<file path="src/rtl/switch_allocator_rr_if.sv">
// Shared NoC constants and the switch-allocator request/grant bundle.
// The input block drives the requests; the allocator returns the grants.
package noc_pkg;
  localparam int NOC_PORTS = 5;
  localparam int VC_NUM    = 4;
  localparam int PORT_W    = $clog2(NOC_PORTS);
  typedef logic [PORT_W-1:0] port_t;
endpackage

interface switch_allocator_rr_if #(
  parameter int PORT_NUM = noc_pkg::NOC_PORTS,
  parameter int VC_NUM   = noc_pkg::VC_NUM
);
  localparam int VW = $clog2(VC_NUM);
  localparam int PW = $clog2(PORT_NUM);

  logic [PORT_NUM-1:0][VC_NUM-1:0]         switch_request_i;
  noc_pkg::port_t [PORT_NUM-1:0][VC_NUM-1:0] out_port_i;
  logic [PORT_NUM-1:0][VC_NUM-1:0][VW-1:0] downstream_vc_i;
  logic [PORT_NUM-1:0][VC_NUM-1:0]         on_off_i;
  logic [PORT_NUM-1:0]                     valid_sel_o;
  logic [PORT_NUM-1:0][VW-1:0]             vc_sel_o;
  logic [PORT_NUM-1:0]                     xb_valid_o;
  logic [PORT_NUM-1:0][PW-1:0]             xb_sel_o;

  modport master (
    output switch_request_i, out_port_i,
    output downstream_vc_i, on_off_i,
    input  valid_sel_o, vc_sel_o,
    input  xb_valid_o, xb_sel_o
  );

  modport slave (
    input  switch_request_i, out_port_i,
    input  downstream_vc_i, on_off_i,
    output valid_sel_o, vc_sel_o,
    output xb_valid_o, xb_sel_o
  );
endinterface

</file>
<file path="src/rtl/switch_allocator_rr.sv">
// Separable input-first switch allocator, round-robin at both stages.
// Grants are registered; only the round-robin pointers carry state.
module switch_allocator_rr #(
  parameter int PORT_NUM = noc_pkg::NOC_PORTS,
  parameter int VC_NUM   = noc_pkg::VC_NUM
) (
  input logic clk,
  input logic rst,
  switch_allocator_rr_if.slave sa
);
  localparam int VW = $clog2(VC_NUM);
  localparam int PW = $clog2(PORT_NUM);

  logic [PORT_NUM-1:0][VW-1:0] r_in_ptr;
  logic [PORT_NUM-1:0][PW-1:0] r_out_ptr;
  logic [PORT_NUM-1:0]         r_valid_sel;
  logic [PORT_NUM-1:0][VW-1:0] r_vc_sel;
  logic [PORT_NUM-1:0]         r_xb_valid;
  logic [PORT_NUM-1:0][PW-1:0] r_xb_sel;

  logic [PORT_NUM-1:0][VC_NUM-1:0] w_elig;
  logic [PORT_NUM-1:0]             w_r1;
  logic [PORT_NUM-1:0][VW-1:0]     w_w1;
  logic [PORT_NUM-1:0][PW-1:0]     w_tgt;
  logic [PORT_NUM-1:0]             w_xv;
  logic [PORT_NUM-1:0][PW-1:0]     w_w2;
  logic [PORT_NUM-1:0]             w_gnt;

  // Out-of-range ports or downstream VCs never match, so they stay ineligible.
  always_comb begin
    w_elig = '0;
    for (int p = 0; p < PORT_NUM; p++)
      for (int v = 0; v < VC_NUM; v++)
        for (int o = 0; o < PORT_NUM; o++)
          for (int d = 0; d < VC_NUM; d++)
            if (sa.switch_request_i[p][v] &&
                int'(sa.out_port_i[p][v]) == o &&
                int'(sa.downstream_vc_i[p][v]) == d &&
                sa.on_off_i[o][d])
              w_elig[p][v] = 1'b1;
  end

  always_comb begin
    int idx;
    w_r1  = '0;
    w_w1  = '0;
    w_tgt = '0;
    idx   = 0;
    for (int p = 0; p < PORT_NUM; p++) begin
      for (int k = 0; k < VC_NUM; k++) begin
        idx = int'(r_in_ptr[p]) + k;
        if (idx >= VC_NUM) idx = idx - VC_NUM;
        if (!w_r1[p] && w_elig[p][idx]) begin
          w_r1[p] = 1'b1;
          w_w1[p] = VW'(idx);
        end
      end
      w_tgt[p] = PW'(sa.out_port_i[p][w_w1[p]]);
    end
  end

  always_comb begin
    int idx;
    w_xv = '0;
    w_w2 = '0;
    idx  = 0;
    for (int o = 0; o < PORT_NUM; o++)
      for (int k = 0; k < PORT_NUM; k++) begin
        idx = int'(r_out_ptr[o]) + k;
        if (idx >= PORT_NUM) idx = idx - PORT_NUM;
        if (!w_xv[o] && w_r1[idx] && int'(w_tgt[idx]) == o) begin
          w_xv[o] = 1'b1;
          w_w2[o] = PW'(idx);
        end
      end
  end

  always_comb begin
    w_gnt = '0;
    for (int o = 0; o < PORT_NUM; o++)
      for (int p = 0; p < PORT_NUM; p++)
        if (w_xv[o] && int'(w_w2[o]) == p)
          w_gnt[p] = 1'b1;
  end

  always_ff @(posedge clk) begin
    if (rst) begin
      r_in_ptr    <= '0;
      r_out_ptr   <= '0;
      r_valid_sel <= '0;
      r_vc_sel    <= '0;
      r_xb_valid  <= '0;
      r_xb_sel    <= '0;
    end else begin
      r_valid_sel <= w_gnt;
      r_xb_valid  <= w_xv;
      for (int p = 0; p < PORT_NUM; p++) begin
        r_vc_sel[p] <= w_gnt[p] ? w_w1[p] : '0;
        if (w_gnt[p])
          r_in_ptr[p] <= (int'(w_w1[p]) == VC_NUM - 1) ?
                         '0 : w_w1[p] + 1'b1;
      end
      for (int o = 0; o < PORT_NUM; o++) begin
        r_xb_sel[o] <= w_xv[o] ? w_w2[o] : '0;
        if (w_xv[o])
          r_out_ptr[o] <= (int'(w_w2[o]) == PORT_NUM - 1) ?
                          '0 : w_w2[o] + 1'b1;
      end
    end
  end

  assign sa.valid_sel_o = r_valid_sel;
  assign sa.vc_sel_o    = r_vc_sel;
  assign sa.xb_valid_o  = r_xb_valid;
  assign sa.xb_sel_o    = r_xb_sel;
endmodule

</file>
<file path="src/flat_wrapper.sv">
// flat-port wrapper written by rule: the top's interface ports become plain ports
module switch_allocator_rr_flat 
#(
  parameter int PORT_NUM = noc_pkg::NOC_PORTS,
  parameter int VC_NUM   = noc_pkg::VC_NUM
)
  (clk, rst, sa_switch_request_i, sa_out_port_i, sa_downstream_vc_i, sa_on_off_i, sa_valid_sel_o, sa_vc_sel_o, sa_xb_valid_o, sa_xb_sel_o);
  switch_allocator_rr_if #(.PORT_NUM(PORT_NUM), .VC_NUM(VC_NUM)) sa_i ();
  input logic clk;
  input logic rst;
  input wire logic [$bits(sa_i.switch_request_i)-1:0] sa_switch_request_i;
  input wire logic [$bits(sa_i.out_port_i)-1:0] sa_out_port_i;
  input wire logic [$bits(sa_i.downstream_vc_i)-1:0] sa_downstream_vc_i;
  input wire logic [$bits(sa_i.on_off_i)-1:0] sa_on_off_i;
  output wire logic [$bits(sa_i.valid_sel_o)-1:0] sa_valid_sel_o;
  output wire logic [$bits(sa_i.vc_sel_o)-1:0] sa_vc_sel_o;
  output wire logic [$bits(sa_i.xb_valid_o)-1:0] sa_xb_valid_o;
  output wire logic [$bits(sa_i.xb_sel_o)-1:0] sa_xb_sel_o;
  assign sa_i.switch_request_i = sa_switch_request_i;
  assign sa_i.out_port_i = sa_out_port_i;
  assign sa_i.downstream_vc_i = sa_downstream_vc_i;
  assign sa_i.on_off_i = sa_on_off_i;
  assign sa_valid_sel_o = sa_i.valid_sel_o;
  assign sa_vc_sel_o = sa_i.vc_sel_o;
  assign sa_xb_valid_o = sa_i.xb_valid_o;
  assign sa_xb_sel_o = sa_i.xb_sel_o;
  switch_allocator_rr #(.PORT_NUM(PORT_NUM), .VC_NUM(VC_NUM)) u_core (.clk(clk), .rst(rst), .sa(sa_i));
endmodule
</file>
<file path="config.mk">
export PLATFORM = sky130hd
export DESIGN_NAME = switch_allocator_rr_flat
export DESIGN_NICKNAME = d
export VERILOG_FILES = /design/src/rtl/switch_allocator_rr_if.sv /design/src/rtl/switch_allocator_rr.sv /design/src/flat_wrapper.sv
export SDC_FILE = /design/constraint.sdc
export NUM_CORES = 1
export LEC_CHECK = 0
export CAP_MARGIN = 20
export CORE_ASPECT_RATIO = 1.1
export CORE_MARGIN = 1.5
export CORE_UTILIZATION = 37
export DETAILED_ROUTE_END_ITERATION = 12
export GPL_TIMING_DRIVEN = 0
export PLACE_DENSITY = 0.62
export RECOVER_POWER = 50
export SETUP_SLACK_MARGIN = 0.02
export SYNTH_ARGS = -nofsm -noshare
export SYNTH_HDL_FRONTEND = slang
export SYNTH_SLANG_ARGS = --single-unit
</file>
<file path="constraint.sdc">
create_clock -name clk -period 20.3 [get_ports clk]
set_input_delay 6.09 -clock clk [delete_from_list [all_inputs] [get_ports clk]]
set_output_delay 6.09 -clock clk [all_outputs]
set_load 0.02 [all_outputs]
</file>
==> results.toml <==
[outcome]
status = "finished, violations left"
violations = "capacitance limit, slew limit"

[detailed_routing]
detail-route-antenna-nets = 0
drt_iter0_markers = 1597
drcViolationCount = 0
vias_per_cell = 6.46
drt_wl_total_um = 58500
firstDrtPassIters = 8
wl_per_cell_um = 23.4
vias = 16200

[min_path]
holdPathStages = 2
hp-class = "register to register"
whs_endpoint = "u_core.r_in_ptr[9]"
min_from = "u_core.r_in_ptr[9]"

[die]
start_util = 0.376
io_pins = 177
die_area_um2 = 39000
die_y_um = 207
row_count = 74
core_um2 = 37200
die_w_um = 188

[timing]
fmax_mhz = 70.3
tightest_slew_ps = 1700
fin_crit_ps = 14230
setup_viol = 0
tns_ps = 0
fin_skew_ps = 16.0
timing.final.crit_share = 0.701
slew_violations = 21
finalHoldViolations = 0
maxSlewHeadroom = -0.145
rsz0062_at_grt = "no"

[worst_setup_path]
slowest_delay_ps = 1390
cp.arrival_ps = 14410
worstPathMaxFanout = 10
slowest_stage = "a211oi_1"
r2r-start = "u_core.r_out_ptr[12]"
worstSetupStartpointType = "input port"
r2r-end = "u_core.sa.vc_sel_o[9]"
cp_top_family = "compound AO/OA/AOI/OAI gates"
crit_path_end_kind = "register"
cp_cell_sequence = "dlygate4sd3_1 > clkbuf_1 > clkbuf_1 > mux2i_1 > nor3_1 > a21oi_1 > o221ai_1 > o211ai_1 > a211oi_1 > o311a_1 > or2_1 > o221ai_1 > a22o_1 > nor4_1 > nand3_1 > nand2_1 > o221ai_2 > nor3_2 > nor3_1"
crit_buf_inv = 3
rrSetupSlack_ps = 13600
worstSetupPathType = "input port to register"
cp.required_ps = 20480
rr_worst_depth = 18

[cts]
cts_sinks = 60
clk_latency_ps = 370
cts.htree.levels = 3
cts-root-buf = "clkbuf_16"
cts_tree = "yes"
cts.reportedPaths.clkPinSlew_ps = 60
cts_buffer_depth = 2
holdBufCountCts = 0
numCtsBuffers = 9
post_cts_buffers = 0
cts_resized = 0

[placement]
hpwlAfterDp_um = 45600
dpl_cell_area_um2 = 15900
numPortBuffers = 130
finalWeightedCongestion = 1.00

[synth]
yosys.cell_types.count = 127
synth-main-ff-cell = "dfxtp_1"
syn_inst = 1863
yosysTopAreaCell = "dfxtp_1"
async_flop_share = 0
ys_seq_elements = 60
synth_top_area_share = 0.0858
synth_seq_area_share = 0.0858
synth_common_cells = "164 x nor2_1, 114 x nand2_1, 109 x inv_1"
synth_nets = 2079
synth.most_common_cell = "nor2_1"
syn-cell-area_um2 = 14000
avgSynthCellArea_um2 = 7.51
yosys_warnings = 0
synth.top_cells.by_area = "dfxtp_1 8.6%, mux4_2 7.2%, ha_1 6.2%"
synth-edff-count = 0

[power]
power.density_nw_per_um2 = 141
power_uw = 2280
p_leak_uw = 0.00620
vdd_drop_max_uv = 99.1

[grt]
grt-ovfl-total = 0
grt_max_degree = 12
grt_pass1_vias = 15200
grt_pass1_wl_um = 89100
track_usage = 0.292
antenna_found_initial = 1

[layout]
area_delta_synth_final_pct = 15.3
fin_area_um2 = 16100
fill_cells = 3877
nets = 2221
n_antenna_cell = 0
drive_gt1_frac = 0.111
post-route-util = 0.434

[job]
cap_violations = 2
-- worst max-delay path by stage --
stage / startpoint / to / cells past startpoint
6_report: sa_on_off_i[1] / u_core.sa.vc_sel_o[9] / 19
5_1_grt: sa_on_off_i[1] / u_core.r_in_ptr[9] / 19
4_1_cts: sa_on_off_i[9] / u_core.r_in_ptr[6] / 23
3_5_place_dp: sa_on_off_i[9] / u_core.r_in_ptr[6] / 23
3_3_place_gp: sa_on_off_i[9] / u_core.r_in_ptr[6] / 23
2_1_floorplan: sa_downstream_vc_i[20] / u_core.r_in_ptr[6] / 20
-- cells by family after synthesis --
| group | share of synthesized area |
|---|---|
| AO/OA/AOI/OAI | 0.297 |
| XOR/XNOR | 0.0213 |
| adder cells (fa/ha/maj) | 0.0688 |
| buffers and inverters | 0.0770 |
| flip-flops | 0.0858 |
| multiplexers | 0.158 |
| AND/OR/NAND/NOR | 0.293 |
-- cell usage in the layout, fill, tap and decap left out, types with 37 or more instances in the layout --
cell and instances:
nand2b_1 41, mux2i_1 77, mux4_2 45, nand2_1 114, clkdlybuf4s50_1 94, nor2b_1 46
nand3_1 81, nand3b_1 37, dlygate4sd3_1 38, inv_1 109, o21ai_0 78, dfxtp_1 60
buf_2 44, a21oi_1 83, clkbuf_1 60, ha_1 69, nor3_1 60, nor2_1 164
-- layer usage --
metal	up-vias	global-route usage	routed length [µm]
met5	-	0	0
met4	0	0.119	2030
met3	113	0.0404	4380
met2	798	0.496	27400
met1	7792	0.374	24600
li1	7451	-	-
-- metrics by stage --
stage,hold slack (ps),instances,worst slack [ps]
4_1_cts,544,2502,7110
3_3_place_gp,533,2487,6650
3_5_place_dp,535,2488,6730
2_1_floorplan,477,1863,9050
6_report,551,2502,6070
5_1_grt,590,2502,5790
-- flip-flops by register name (all words and copies together), names as in the netlist --
register / count
u_core.r_in_ptr: 10
u_core.r_out_ptr: 15
u_core.sa.valid_sel_o: 5
u_core.sa.vc_sel_o: 10
u_core.sa.xb_sel_o: 15
u_core.sa.xb_valid_o: 5
-- tightest hold or removal path: stages (launching register included) --
cell	delay (ps)
dfxtp_1	370
inv_1	80
a211oi_1	60
-- power breakdown --
part | switching (µW) | internal [µW] | leakage (µW) | total (µW)
Sequential | 34.5 | 161 | 0.000492 | 195
Combinational | 1240 | 701 | 0.00556 | 1940
Clock | 59.8 | 90.6 | 0.000140 | 150
-- layout make-up --
| cell class | instances | area [µm²] | share of cell area |
|---|---|---|---|
| multi-input cells | 1564 | 11700 | 0.723 |
| repair buffers | 131 | 1310 | 0.0811 |
| flip-flops and latches | 60 | 1200 | 0.0744 |
| plain buffers | 127 | 647 | 0.0401 |
| well taps | 494 | 618 | 0.0383 |
| inverters | 112 | 420 | 0.0260 |
| clock buffers | 12 | 267 | 0.0165 |
| clock inverters | 2 | 10.0 | 0.000620 |
Power figures use the tool's default switching activity.
